<file path="src/rtl/video_acc_pkg.sv">
// Shared constants and bank-state type for the video accelerator blocks.
package video_acc_pkg;

    localparam int unsigned BLK_DIM = 8;
    localparam int unsigned PIX_W   = 8;

    typedef enum logic [1:0] {
        BANK_EMPTY    = 2'd0,
        BANK_FILLING  = 2'd1,
        BANK_FULL     = 2'd2,
        BANK_DRAINING = 2'd3
    } bank_state_t;

endpackage

</file>
<file path="src/rtl/stream_transpose8_bank.sv">
// One 8x8 byte array: whole-row write port, whole-column combinational read port.
module transpose_bank
    import video_acc_pkg::*;
(
    input  logic                     aclk,
    input  logic                     we,
    input  logic                     zfill,
    input  logic [2:0]               wr_row,
    input  logic [BLK_DIM*PIX_W-1:0] wr_data,
    input  logic [2:0]               rd_col,
    output logic [BLK_DIM*PIX_W-1:0] rd_data
);

    logic [BLK_DIM*PIX_W-1:0] rows [BLK_DIM];

    // A short-packet close writes its row and clears every row below it in the same cycle.
    always_ff @(posedge aclk) begin
        if (we) begin
            for (int unsigned r = 0; r < BLK_DIM; r++) begin
                if (3'(r) == wr_row)
                    rows[r] <= wr_data;
                else if (zfill && (3'(r) > wr_row))
                    rows[r] <= '0;
            end
        end
    end

    always_comb begin
        rd_data = '0;
        for (int unsigned r = 0; r < BLK_DIM; r++)
            rd_data[r*PIX_W +: PIX_W] = rows[r][{rd_col, 3'b000} +: PIX_W];
    end

endmodule

</file>
<file path="src/rtl/stream_transpose8.sv">
// AXI-stream 8x8 byte-block transposer with ping-pong banks.
module stream_transpose8
    import video_acc_pkg::*;
#(
    parameter int DATA_WIDTH = 64,
    parameter int DEST_WIDTH = 3,
    parameter int OUT_DEST   = 0
) (
    input  logic                  aclk,
    input  logic                  areset,
    input  logic                  src_tvalid,
    output logic                  src_tready,
    input  logic                  src_tlast,
    input  logic [DATA_WIDTH-1:0] src_tdata,
    input  logic [DEST_WIDTH-1:0] src_tdest,
    output logic                  dest_tvalid,
    input  logic                  dest_tready,
    output logic                  dest_tlast,
    output logic [DATA_WIDTH-1:0] dest_tdata,
    output logic [DEST_WIDTH-1:0] dest_tdest,
    input  logic                  clr_err,
    output logic                  err_short,
    output logic [15:0]           blk_cnt,
    output logic                  busy
);

    bank_state_t     st [2];
    logic [1:0]      blk_last;
    logic            wr_sel;
    logic            rd_sel;
    logic [2:0]      wr_row;
    logic [2:0]      rd_col;

    logic            src_hs;
    logic            wr_close;
    logic            short_ev;
    logic            dest_hs;
    logic            drain_done;
    logic [DATA_WIDTH-1:0] bank_rd0;
    logic [DATA_WIDTH-1:0] bank_rd1;
    logic            unused_ok;

    assign unused_ok = ^src_tdest;

    assign src_tready  = (st[wr_sel] == BANK_EMPTY) || (st[wr_sel] == BANK_FILLING);
    assign src_hs      = src_tvalid && src_tready;
    assign wr_close    = src_hs && ((wr_row == 3'd7) || src_tlast);
    assign short_ev    = src_hs && src_tlast && (wr_row != 3'd7);

    assign dest_tvalid = (st[rd_sel] == BANK_FULL) || (st[rd_sel] == BANK_DRAINING);
    assign dest_hs     = dest_tvalid && dest_tready;
    assign drain_done  = dest_hs && (rd_col == 3'd7);
    assign dest_tlast  = dest_tvalid && (rd_col == 3'd7) && blk_last[rd_sel];
    assign dest_tdata  = rd_sel ? bank_rd1 : bank_rd0;
    assign dest_tdest  = DEST_WIDTH'(OUT_DEST);

    assign busy = (st[0] != BANK_EMPTY) || (st[1] != BANK_EMPTY);

    // Write and read sides never act on the same bank in one cycle (their state sets are disjoint),
    // so a close on one bank and a drain finish on the other both land.
    always_ff @(posedge aclk) begin
        if (areset) begin
            st[0]     <= BANK_EMPTY;
            st[1]     <= BANK_EMPTY;
            blk_last  <= '0;
            wr_sel    <= 1'b0;
            rd_sel    <= 1'b0;
            wr_row    <= '0;
            rd_col    <= '0;
            blk_cnt   <= '0;
            err_short <= 1'b0;
        end else begin
            for (int unsigned i = 0; i < 2; i++) begin
                if (src_hs && (wr_sel == 1'(i))) begin
                    st[i] <= wr_close ? BANK_FULL : BANK_FILLING;
                    if (wr_close)
                        blk_last[i] <= src_tlast;
                end else if (dest_hs && (rd_sel == 1'(i))) begin
                    st[i] <= drain_done ? BANK_EMPTY : BANK_DRAINING;
                end
            end

            if (src_hs) begin
                wr_row <= wr_close ? 3'd0 : wr_row + 3'd1;
                if (wr_close)
                    wr_sel <= ~wr_sel;
            end

            if (dest_hs) begin
                rd_col <= rd_col + 3'd1;
                if (drain_done) begin
                    rd_sel  <= ~rd_sel;
                    blk_cnt <= blk_cnt + 16'd1;
                end
            end

            if (short_ev)
                err_short <= 1'b1;
            else if (clr_err)
                err_short <= 1'b0;
        end
    end

    transpose_bank u_bank0 (
        .aclk    (aclk),
        .we      (src_hs && !wr_sel),
        .zfill   (short_ev),
        .wr_row  (wr_row),
        .wr_data (src_tdata),
        .rd_col  (rd_col),
        .rd_data (bank_rd0)
    );

    transpose_bank u_bank1 (
        .aclk    (aclk),
        .we      (src_hs && wr_sel),
        .zfill   (short_ev),
        .wr_row  (wr_row),
        .wr_data (src_tdata),
        .rd_col  (rd_col),
        .rd_data (bank_rd1)
    );

endmodule

</file>
<file path="config.mk">
export PLATFORM = sky130hd
export DESIGN_NAME = stream_transpose8
export DESIGN_NICKNAME = d
export VERILOG_FILES = /design/src/rtl/video_acc_pkg.sv /design/src/rtl/stream_transpose8_bank.sv /design/src/rtl/stream_transpose8.sv
export SDC_FILE = /design/constraint.sdc
export NUM_CORES = 2
export LEC_CHECK = 0
export CAP_MARGIN = 10
export CORE_MARGIN = 8
export CORE_UTILIZATION = 61
export CTS_CLUSTER_SIZE = 40
export DETAILED_ROUTE_END_ITERATION = 7
export MAX_ROUTING_LAYER = met4
export PLACE_DENSITY = 0.88
export SLEW_MARGIN = 20
export SYNTH_ARGS = -nofsm -noshare
export SYNTH_HDL_FRONTEND = slang
export SYNTH_SLANG_ARGS = --single-unit
</file>
<file path="constraint.sdc">
create_clock -name aclk -period 11.6 [get_ports aclk]
set_input_delay 1.16 -clock aclk [delete_from_list [all_inputs] [get_ports aclk]]
set_output_delay 1.16 -clock aclk [all_outputs]
set_load 0.02 [all_outputs]
</file>
==> flow_metrics.py <==
metrics = {
    "power": {
        "power_mw": 8.48,
        "ir_drop_mv": 0.112,
        "p_clk_share_pct": 38.8,
        "powerDensity_nw_per_um2": 162,
        "power.switching_mw": 1.95,
        "p_comb_share_pct": 9.6,
        "seqPwrFrac_pct": 51.6,
        "sw_frac_of_total_pct": 23.1,
        "p_int_mw": 6.52,
        "p_leak_nw": 16.6,
    },
    "clock_tree": {
        "tritoncts.num_buffers": 101,
        "cts_root_buf": "clkbuf_16",
        "cts_resized": 0,
        "post_cts_buffers": 0,
        "cts_max_path_buffers": 3,
        "htree_levels": 3,
        "cts_tree": "yes",
        "hold_buffers": 0,
        "clkTransAtPathRegs_ns": 0.07,
        "clk_latency_ns": 0.68,
        "cts_sinks": 1057,
    },
    "timing": {
        "slew_violations": 0,
        "timing.max_slew.rel_slack_pct": 23.8,
        "finalHoldViolCount": 0,
        "setup_ws_ns": 5.98,
        "tns_ns": 0,
        "rsz0062_at_grt": "no",
        "fin_skew_ns": 0.0244,
        "tightest_slew_ns": 1.14,
        "fmax_mhz": 178,
        "post-route-period-util_pct": 48.4,
        "setup_viol": 0,
        "timing.final.crit_period_ns": 5.62,
    },
    "logic_synthesis": {
        "syn_inst": 3279,
        "synthMuxAreaShare_pct": 12.4,
        "synthXorXnorAreaFrac_pct": 0.206,
        "synth_edf_count": 900,
        "ys_top_cells_by_area": "edfxtp_1 (58%), mux4_2 (12%), and2_1 (12%)",
        "synthSimpleGateAreaFrac_pct": 16.1,
        "ys_seq_elements": 1057,
        "synth_area_leader_cell": "edfxtp_1",
        "async_flop_share_pct": 0,
        "synth_compound_area_share_pct": 3.98,
        "synth_ff_type": "edfxtp_1",
        "synth_adder_area_share_pct": 0.187,
        "syn_area_per_cell_um2": 14.3,
        "synth_top_area_share_pct": 57.8,
        "synth.distinct_cells": 51,
        "netlist_area_um2": 46800,
        "yosysSeqAreaShare_pct": 64.5,
        "ys_warn_count": 0,
        "synth_top_family_by_area": "simple AND/OR/NAND/NOR gates",
    },
    "placed_design": {
        "io_buffers": 154,
        "place_area_um2": 48900,
        "place.gp.congestion": 0.809,
        "post-place-ws_ns": 6.65,
        "dp_hpwl_um": 66500,
    },
    "worst_setup_path": {
        "rr_endpoint": "u_bank1.rows[0][185]",
        "endpoint_kind": "output pin",
        "crit_family": "buffers and inverters",
        "arrival_ns": 4.46,
        "cp.required_ns": 10.44,
        "worstRegToRegCells": 8,
        "r2r_start": "wr_row[1]",
        "critPathMaxStageDelay_ns": 0.99,
        "setup.worst_path.start_class": "flop",
        "r2r_slack_ns": 7.75,
        "crit_type": "reg -> out",
        "cp_cell_sequence": "buf_4, mux4_2, a22oi_1, nand2_1, clkdlybuf4s50_1",
        "crit_path_top_delay_cell": "dfxtp_4",
        "crit_buf_inv": 2,
        "crit_fanout": 51,
    },
    "global_routing": {
        "grt_antenna_before_repair": 6,
        "grt_pass1_vias": 29100,
        "gr-total-overflow": 0,
        "globalRouteTotalUtil_pct": 28.2,
        "grt_max_degree": 148,
        "grt_pass1_wl_um": 178000,
    },
    "final_layout": {
        "fillers": 4545,
        "design_area_um2": 52300,
        "syn_to_final_growth_pct": 11.8,
        "drive_above_1_share_pct": 14.4,
        "layout.nets": 3366,
        "layout_commonest_cell": "edfxtp_1",
        "layout_common_cells": "edfxtp_1 (900), and2_1 (899), nand2_1 (339), mux4_2 (256), dfxtp_1 (155)",
    },
    "die": {
        "die_area_um2": 85800,
        "die_width_um": 293,
        "core-area_um2": 75900,
        "ios": 161,
        "start_util_pct": 61.6,
        "chipHeight_um": 293,
        "rows": 101,
    },
    "hold_path": {
        "min_path_type": "reg -> reg",
        "hold_end": "u_bank1.rows[1][18]",
        "holdPathStages": 2,
        "min-delay-start": "u_bank1.rows[1][18]",
    },
    "route": {
        "route.detailed.drc": 0,
        "route.detailed.wl_per_inst_um": 27.0,
        "antenna_left": 0,
        "drt_iter0_drc": 3385,
        "wl_um": 119000,
        "vias_per_cell": 6.48,
        "first_pass_iters": 6,
        "vias": 28600,
    },
    "run": {
        "drv_cap": 0,
    },
    "status": {
        "status": "finished, final reports clean",
    },
}
==> cell type report <==
type	instances	area, um^2	area share [%]
diodes	6	15.0	0.0287
clock buffers	133	2770	5.30
clock inverters	54	538	1.03
inverters	10	42.5	0.0814
multi-input cells	1923	15600	29.8
flip-flops and latches	1057	30200	57.7
well taps	1030	1290	2.47
repair buffers	193	1850	3.53
==> routing by layer <==
layer  global-route usage [%]  part of all wire, %
met2                     45.8                   50
met1                     34.1                   34
met4                     14.3                  5.5
met3                     5.14                   10
met5                        -                    0
==> registers in the layout (all words and copies together), names as in the netlist, named ones only <==
signal	count
rd_sel	1
blk_cnt	16
blk_last	2
u_bank0.rows	512
err_short	1
st	4
wr_sel	1
rd_col	3
u_bank1.rows	512
wr_row	3
==> how the worst max path moves through the flow <==
stage	from	endpoint	cells past startpoint
after detailed placement	rd_sel	dest_tdata[57]	5
after global routing	rd_sel	dest_tdata[58]	5
after floorplan	src_tvalid	u_bank0.rows[0][100]	5
after global placement	rd_sel	dest_tdata[57]	5
final	rd_sel	dest_tdata[58]	5
after CTS	rd_sel	dest_tdata[57]	5
==> worst min-delay path: cells and delay by family, from the launching register on <==
kind	cells	cell delay, ns
simple gates	1	0.05
compound gates	1	0.05
flops	1	0.31
==> stage by stage <==
stage          std cells  utilization (%)  hold WS [ns]
6_report            4406             68.8         0.453
3_3_place_gp        4213             64.4         0.440
2_1_floorplan       3281                -         0.433
5_1_grt             4404             68.8         0.471
4_1_cts             4400             68.8         0.454
3_5_place_dp        4213             64.4         0.445
==> cell families (layout without fill, tap and decap cells) <==
logic type	count (synthesis)	count (layout)
AND/OR/NAND/NOR	1342	1342
flip-flops	1057	1057
AO/OA/AOI/OAI	301	301
buffers and inverters	301	390
multiplexers	259	259
XOR/XNOR	11	11
adder cells (fa/ha/maj)	7	7
other	1	9
==> synthesized netlist by cell type (all sizes together), types with 7 or more instances <==
library cell / instances
and2: 900
edfxtp: 900
nand2: 345
mux4: 256
clkbuf: 231
dfxtp: 157
a21oi: 148
a22oi: 129
buf: 60
nor2: 26
nand3: 16
o21ai: 14
nor4: 9
inv: 8
xnor2: 8
ha: 7
nor3: 7
or3: 7
==> power groups by stage <==
stage / clock network (mW) / logic, mW / registers (mW)
3_5_place_dp: 0 / 0.796 / 4.45
3_3_place_gp: 0 / 0.766 / 4.44
6_report: 3.29 / 0.812 / 4.38
4_1_cts: 3.30 / 0.810 / 4.37
5_1_grt: 3.44 / 0.860 / 4.39
2_1_floorplan: 0 / 0.521 / 4.44
No activity file was read; power rests on OpenSTA's default activity.
